### src/rtl/mem_arbiter.sv
// mem_arbiter: two-port (instruction / data) arbiter in front of a single
// memory port, with at most one memory transaction outstanding.
//
// Ports:
//   clk, rst                      clock; synchronous active-low reset
//   i_* / d_*                     requester ports: valid/ready request handshake,
//                                 wen/addr/wdata/wmask request fields,
//                                 rvalid/rdata completion (read data or write ack)
//   mem_ready                     constant 1
//   mem_valid                     one-cycle issue strobe
//   mem_wen/addr/wdata/wmask      registered request fields, held from issue
//                                 through the completion cycle
//   mem_rvalid, mem_rdata         memory completion and read data
//   dbg_state                     current FSM state (IDLE=0, ISSUE=1, WAIT=2)
//
// Handshake: a request is accepted on the rising edge that ends a cycle in
// which valid && ready are both high. ready depends combinationally on the
// valids and is only ever high in IDLE, for at most one port. Requesters may
// change or drop their request fields freely after the accept edge; the
// arbiter works only from its latched copy. Completion is a single-cycle
// rvalid pulse on the owning port with rdata taken straight from memory.
module mem_arbiter #(
  parameter int DATA_WIDTH = 64,
  parameter int ADDR_WIDTH = 16
) (
  input  logic                    clk,
  input  logic                    rst,

  input  logic                    i_valid,
  output logic                    i_ready,
  input  logic                    i_wen,
  input  logic [ADDR_WIDTH-1:0]   i_addr,
  input  logic [DATA_WIDTH-1:0]   i_wdata,
  input  logic [DATA_WIDTH/8-1:0] i_wmask,
  output logic                    i_rvalid,
  output logic [DATA_WIDTH-1:0]   i_rdata,

  input  logic                    d_valid,
  output logic                    d_ready,
  input  logic                    d_wen,
  input  logic [ADDR_WIDTH-1:0]   d_addr,
  input  logic [DATA_WIDTH-1:0]   d_wdata,
  input  logic [DATA_WIDTH/8-1:0] d_wmask,
  output logic                    d_rvalid,
  output logic [DATA_WIDTH-1:0]   d_rdata,

  output logic                    mem_ready,
  output logic                    mem_valid,
  output logic                    mem_wen,
  output logic [ADDR_WIDTH-1:0]   mem_addr,
  output logic [DATA_WIDTH-1:0]   mem_wdata,
  output logic [DATA_WIDTH/8-1:0] mem_wmask,
  input  logic                    mem_rvalid,
  input  logic [DATA_WIDTH-1:0]   mem_rdata,

  output logic [1:0]              dbg_state
);

  typedef enum logic [1:0] {
    IDLE  = 2'd0,
    ISSUE = 2'd1,
    WAIT  = 2'd2
  } state_t;

  state_t state;
  logic   last_d;   // 1 when the d port was granted most recently
  logic   owner_d;  // 1 when the transaction in flight belongs to d
  logic   grant_i;
  logic   grant_d;
  logic   done;

  // Round-robin: on a conflict the port that did not win last time is granted.
  always_comb begin
    grant_i = 1'b0;
    grant_d = 1'b0;
    if (state == IDLE) begin
      grant_i = i_valid && (!d_valid || last_d);
      grant_d = d_valid && (!i_valid || !last_d);
    end
  end

  assign i_ready = grant_i;
  assign d_ready = grant_d;

  always_ff @(posedge clk) begin
    if (!rst) begin
      state     <= IDLE;
      last_d    <= 1'b1;  // makes i the winner of the first conflict
      owner_d   <= 1'b0;
      mem_valid <= 1'b0;
      mem_wen   <= 1'b0;
      mem_addr  <= '0;
      mem_wdata <= '0;
      mem_wmask <= '0;
    end else begin
      mem_valid <= 1'b0;
      case (state)
        IDLE: begin
          if (grant_i || grant_d) begin
            state     <= ISSUE;
            mem_valid <= 1'b1;
            owner_d   <= grant_d;
            last_d    <= grant_d;
            mem_wen   <= grant_d ? d_wen   : i_wen;
            mem_addr  <= grant_d ? d_addr  : i_addr;
            mem_wdata <= grant_d ? d_wdata : i_wdata;
            mem_wmask <= grant_d ? d_wmask : i_wmask;
          end
        end
        ISSUE: state <= WAIT;
        WAIT: begin
          // Request fields stay untouched here so a memory that commits its
          // write in the completion cycle still sees the accepted operands.
          if (mem_rvalid) state <= IDLE;
        end
        default: state <= IDLE;
      endcase
    end
  end

  // A memory completion only counts while waiting for one.
  assign done     = (state == WAIT) && mem_rvalid;
  assign i_rvalid = done && !owner_d;
  assign d_rvalid = done && owner_d;
  assign i_rdata  = mem_rdata;
  assign d_rdata  = mem_rdata;

  assign mem_ready = 1'b1;
  assign dbg_state = state;

endmodule

### config.mk
export PLATFORM = sky130hd
export DESIGN_NAME = mem_arbiter
export DESIGN_NICKNAME = d
export VERILOG_FILES = /design/src/rtl/mem_arbiter.sv
export SDC_FILE = /design/constraint.sdc
export NUM_CORES = 1
export LEC_CHECK = 0
export BUFFER_PORTS_ARGS = -buffer_cell sky130_fd_sc_hd__buf_4
export CAP_MARGIN = 10
export CORE_AREA = 2 2 182 184
export CTS_BUF_LIST = sky130_fd_sc_hd__clkbuf_4
export DETAILED_ROUTE_END_ITERATION = 12
export DIE_AREA = 0 0 184 186
export PLACE_DENSITY = 0.53
export SYNTH_ARGS = -nofsm -noshare
export SYNTH_HDL_FRONTEND = slang
export SYNTH_SLANG_ARGS = --single-unit
export TNS_END_PERCENT = 30
### constraint.sdc
create_clock -name clk -period 4.65 [get_ports clk]
set_input_delay 0.2325 -clock clk [delete_from_list [all_inputs] [get_ports clk]]
set_output_delay 0.2325 -clock clk [all_outputs]
set_load 0.05 [all_outputs]
* Word-level counts from Yosys, hierarchy flattened
Cells that the tools add are included.
** Word-level totals
- Register bits after elaboration :: 94
- Input port bits :: 247
** Operators by class
- Mux-type cells :: 10
- Equal/unequal tests :: 4
- Reduce and logical (&&, ||, !) cells :: 16
** Operators by type and width (count)
- two-way mux 64 bit :: 1
- two-way mux 16 bit :: 1
- two-way mux 8 bit :: 1
- case mux 2 bit (3 select lines) :: 1
- AND reduction 2 bit :: 3
- logical AND 1 bit :: 5
- zero test 1 bit :: 4
- two-way mux 1 bit :: 4
- two-way mux 2 bit :: 2
- logical OR 1 bit :: 3
- equality test 2 x 1 -> 1 bit, second input constant :: 1
- equality test 2 bit, second input constant :: 1
- zero test 2 bit :: 1
- inequality test 2 x 1 -> 1 bit, second input constant :: 1
- inequality test 2 bit, second input constant :: 1

* Longest topological paths before layout
- Depth after elaboration :: 7
- Mapped depth :: 8
- Mapped depth without buffers :: 3

* Worst setup path after synthesis
Ideal clock, no wire load.
- Kind :: register -> output
- Start point :: register state[1], in the netlist dbg_state[1]
- End point :: output port i_rvalid
- Buffers on the path :: 0
- Arrival :: 2.272 ns
- Setup slack :: 2.146 ns
- Stages on the path, launching flop included :: 2
- Required time :: 4.418 ns
- Cells stage by stage :: dfxtp_1 -> nor4bb_1
** Between the ends
- Word-level cells in the longest chain between the ends :: 3
** Ends and longest elaborated chain
- start, declared :: line 65 : state_t state;
- start signal, assigned :: line 87 : state <= IDLE;
- start signal, assigned :: line 100 : state <= ISSUE;
- start signal, assigned :: line 110 : ISSUE: state <= WAIT;
- equality test 2 bit :: line 122 : assign done = (state == WAIT) && mem_rvalid;
- logical AND 1 bit :: line 122
- logical AND 1 bit :: line 123 : assign i_rvalid = done && !owner_d;
- end, declared :: line 35 : output logic i_rvalid,
No other way between the ends.

* Worst setup path after layout
- Start point :: register state[1], in the netlist dbg_state[1]
- End point :: register mem_wdata[52]
** Between the ends
- Word-level cells in the longest chain between the ends :: 4
- Elaborated cells on any way between the ends :: 6
- Those cells by class :: mux: 3; reduce/logical: 3
** Ends and longest elaborated chain
- zero test 2 bit * :: line 76, 97
- two-way mux 1 bit :: line 76 : if (state == IDLE) begin
- logical OR 1 bit :: line 99 : if (grant_i || grant_d) begin
- AND reduction 2 bit (no source line)
- end signal, assigned :: line 106 : mem_wdata <= grant_d ? d_wdata : i_wdata;
- end, declared :: line 51 : output logic [DATA_WIDTH-1:0] mem_wdata,
Every way passes the cells marked *; elsewhere a longest branch is shown, timed or not.
A chain may end at the register's enable or synchronous reset.

==> results by group <==
Synthesis
  • Yosys reg bits: 94
  • Synth area leaders: dfxtp_1 33%, buf_4 17%, a311oi_1 12%
  • Most instantiated library cell after synthesis: buf_4
  • Warnings from Yosys: 0
  • Synthesized Nets: 934
  • Synth cell count leaders: 129 x buf_4, 94 x dfxtp_1, 89 x a21oi_1, 89 x nand4_1, 79 x a311oi_1
  • Share of the synthesized area in the top cell type: 0.333
  • Async set-reset flop share out of synthesis: 0
  • Largest area contributor in the netlist: dfxtp_1
  • Sequential element share of the synthesized area: 0.333
  • Syn Area/Cell: 8.22 sq um
  • Cell Area, Synth: 5640 sq um
  • Gate Count Post-Synth: 687
  • Post-synth EDFFs: 0
  • Main synth FF type: dfxtp_1
  • Synth cell types: 26

CTS
  • CTS Buffer Depth: 2
  • Clock Tree Root: clkbuf_4
  • CTS sink cnt: 94
  • Cts bufs inserted: 9
  • Quantity of gates resized following cts: 0
  • H-tree depth: 3
  • TritonCTS clock tree: built
  • Clock Pin Slew Worst Setup and Hold Paths: 0.15 ns
  • Clock Latency Late Sink: 0.53 ns

Critical path
  • R2R depth: 5
  • Crit path max fanout: 62
  • CP Launch Type: flip-flop
  • Kind of critical path: flip-flop to flip-flop
  • Slowest cell on the critical path: dfxtp_1
  • Crit path required time: 5.11 ns
  • CP Cell Sequence: a211o_4 > buf_4 > o21ai_1 > a311oi_1 > dlygate4sd3_1
  • Crit path arrival time: 3.30 ns
  • Worst path max stage delay: 0.62 ns
  • CP Capture Type: flip-flop

Global route
  • Largest net degree at the start of global routing: 181
  • First-pass GRT wire length: 38300 um
  • GR Util All Layers: 0.148
  • GRT overflow: 0
  • Number of global-route vias before repair: 6402
  • Initial antenna violation count: 2

Placed design
  • PortBufs: 278
  • Gpl congestion: 0.741
  • Worst slack at placement: 2.28 ns
  • Hpwl dp: 16900 um
  • Placed cell count: 1166

STA
  • Count of final hold-check violations: 0
  • Unrepaired setup endpoints after global routing: false
  • Max-Slew Margin vs Limit: 0.217
  • Slew @ Worst Pin: 1.18 ns
  • Final period util: 0.609
  • Max Slew Vio Count: 0
  • Setup WS post-layout: 1.82 ns
  • Final setup viols: 0
  • Max Freq: 0.353 GHz
  • Worst Skew: 0.0159 ns
  • Tmin final: 2.83 ns
  • Sum Neg Setup Slack: 0 ns

Route
  • DR vias: 6609
  • Via density: 4.86
  • DR WL/cell: 19.5 um
  • Routed wire length: 26600 um
  • DR iter-0 viols: 293
  • Router iterations before antenna repair: 5
  • Number of remaining DRC errors: 0
  • ANT nets after route: 0

Pwr
  • PwrDens: 313 nW/um^2
  • Lkg Pwr: 3.64 nW
  • Seq pwr share: 0.349
  • Pint: 0.00161 W
  • Combinational fraction of design power: 0.475
  • Max rail drop VDD: 145 uV
  • Clock Power Share: 0.177
  • Switching Share: 0.425
  • Sw power: 0.00119 W

Final layout
  • Layout cells sized above 1: 0.334
  • # fillers: 3500
  • Layout area overhead: 58.0%
  • Fin cells: 1361
  • Nets@finish: 1194

Floorplanning
  • Initial Utilization: 0.175
  • Core Area: 32200 sq um
  • Die Wd: 184 um
  • Die H: 186 um
  • Top Ports: 472
  • Die area: 34200 sq um
  • Std-Cell Rows: 66

Worst hold path
  • Hold path cells: 3
  • Worst hold path type: input port to flip-flop

Run
  • # Max-Cap Violations: 0

Run status
  • Status: finished clean
## kinds of logic after synthesis
| kind of cell | after synthesis | share of synthesized area |
|---|---|---|
| other | 1 | 0.000664 |
| flip-flops | 94 | 0.333 |
| buffers and inverters | 217 | 0.239 |
| AO/OA/AOI/OAI | 272 | 0.314 |
| multiplexers | 1 | 0.00177 |
| AND/OR/NAND/NOR | 102 | 0.111 |
## power by group through the flow
stage                     logic [W]  registers (W)  clock network, W
after floorplan            0.000684        0.00133                 0
after global placement      0.00112       0.000991                 0
after detailed placement    0.00113       0.000991                 0
after CTS                   0.00132       0.000974          0.000528
after global routing        0.00140       0.000986          0.000547
final                       0.00133       0.000974          0.000494
## registers in the layout (all words and copies together), names as in the netlist
| register | cells |
|---|---|
| mem_addr | 16 |
| mem_wmask | 8 |
| last_d | 1 |
| dbg_state | 2 |
| owner_d | 1 |
| mem_wdata | 64 |
| mem_valid | 1 |
| mem_wen | 1 |
## through the flow
stage	hold slack (ns)	cell area, sq um	total power, W	utilization
global route	0.0138	8910	0.00294	0.277
detailed placement	0.465	7000	0.00212	0.217
finish	0.0726	8920	0.00279	0.277
CTS	0.00000655	8910	0.00282	0.277
global placement	0.465	7000	0.00211	0.217
floorplan	0.350	5640	0.00201	-
## routing by layer
metal  part of all wire  wire length [um]  track usage  vias to the layer above
met5                  0                 0            0                        -
li1                   -                 -            -                     3022
met1               0.36              9680        0.159                     3129
met2               0.50             13200        0.254                      392
met3              0.093              2480       0.0495                       66
met4              0.044              1180       0.0858                        0
## layout by cell type, fill, tap and decap left out, drive strengths merged, types with 5 or more instances in the layout
cell / n
nand4: 89
buf: 286
dfxtp: 94
o21ai: 90
dlygate4sd3: 178
a21oi: 89
clkbuf: 11
clkinv: 5
nor2: 6
a311oi: 89
## cell type report
class | count | area [sq um] | share of cell area
diodes | 2 | 5.00 | 0.000561
clock buffers | 11 | 82.6 | 0.00926
clock inverters | 4 | 48.8 | 0.00547
inverters | 2 | 10.0 | 0.00112
multi-input cells | 376 | 2440 | 0.273
flip-flops and latches | 94 | 1880 | 0.211
well taps | 408 | 510 | 0.0572
repair buffers | 464 | 3940 | 0.442
## path summary, 6_finish.rpt
kind            startpoint            end  slack (ns)
min reg2reg  mem_wdata[47]  mem_wdata[47]        0.54
max           dbg_state[1]  mem_wdata[52]        1.82
min            i_wdata[20]  mem_wdata[20]        0.07
max reg2reg   dbg_state[1]  mem_wdata[52]        1.82
## critical path: cells and delay by family, from the launching register on
family / cells / cell delay, ns
compound gates: 3 / 1.04
buf+inv: 2 / 1.06
flops: 1 / 0.62
## repair_timing
item                      in CTS  in global routing
buffers inserted               0                  0
hold endpoints to repair      91                  0
hold buffers                 178                  0
Power figures use the tool's default switching activity.
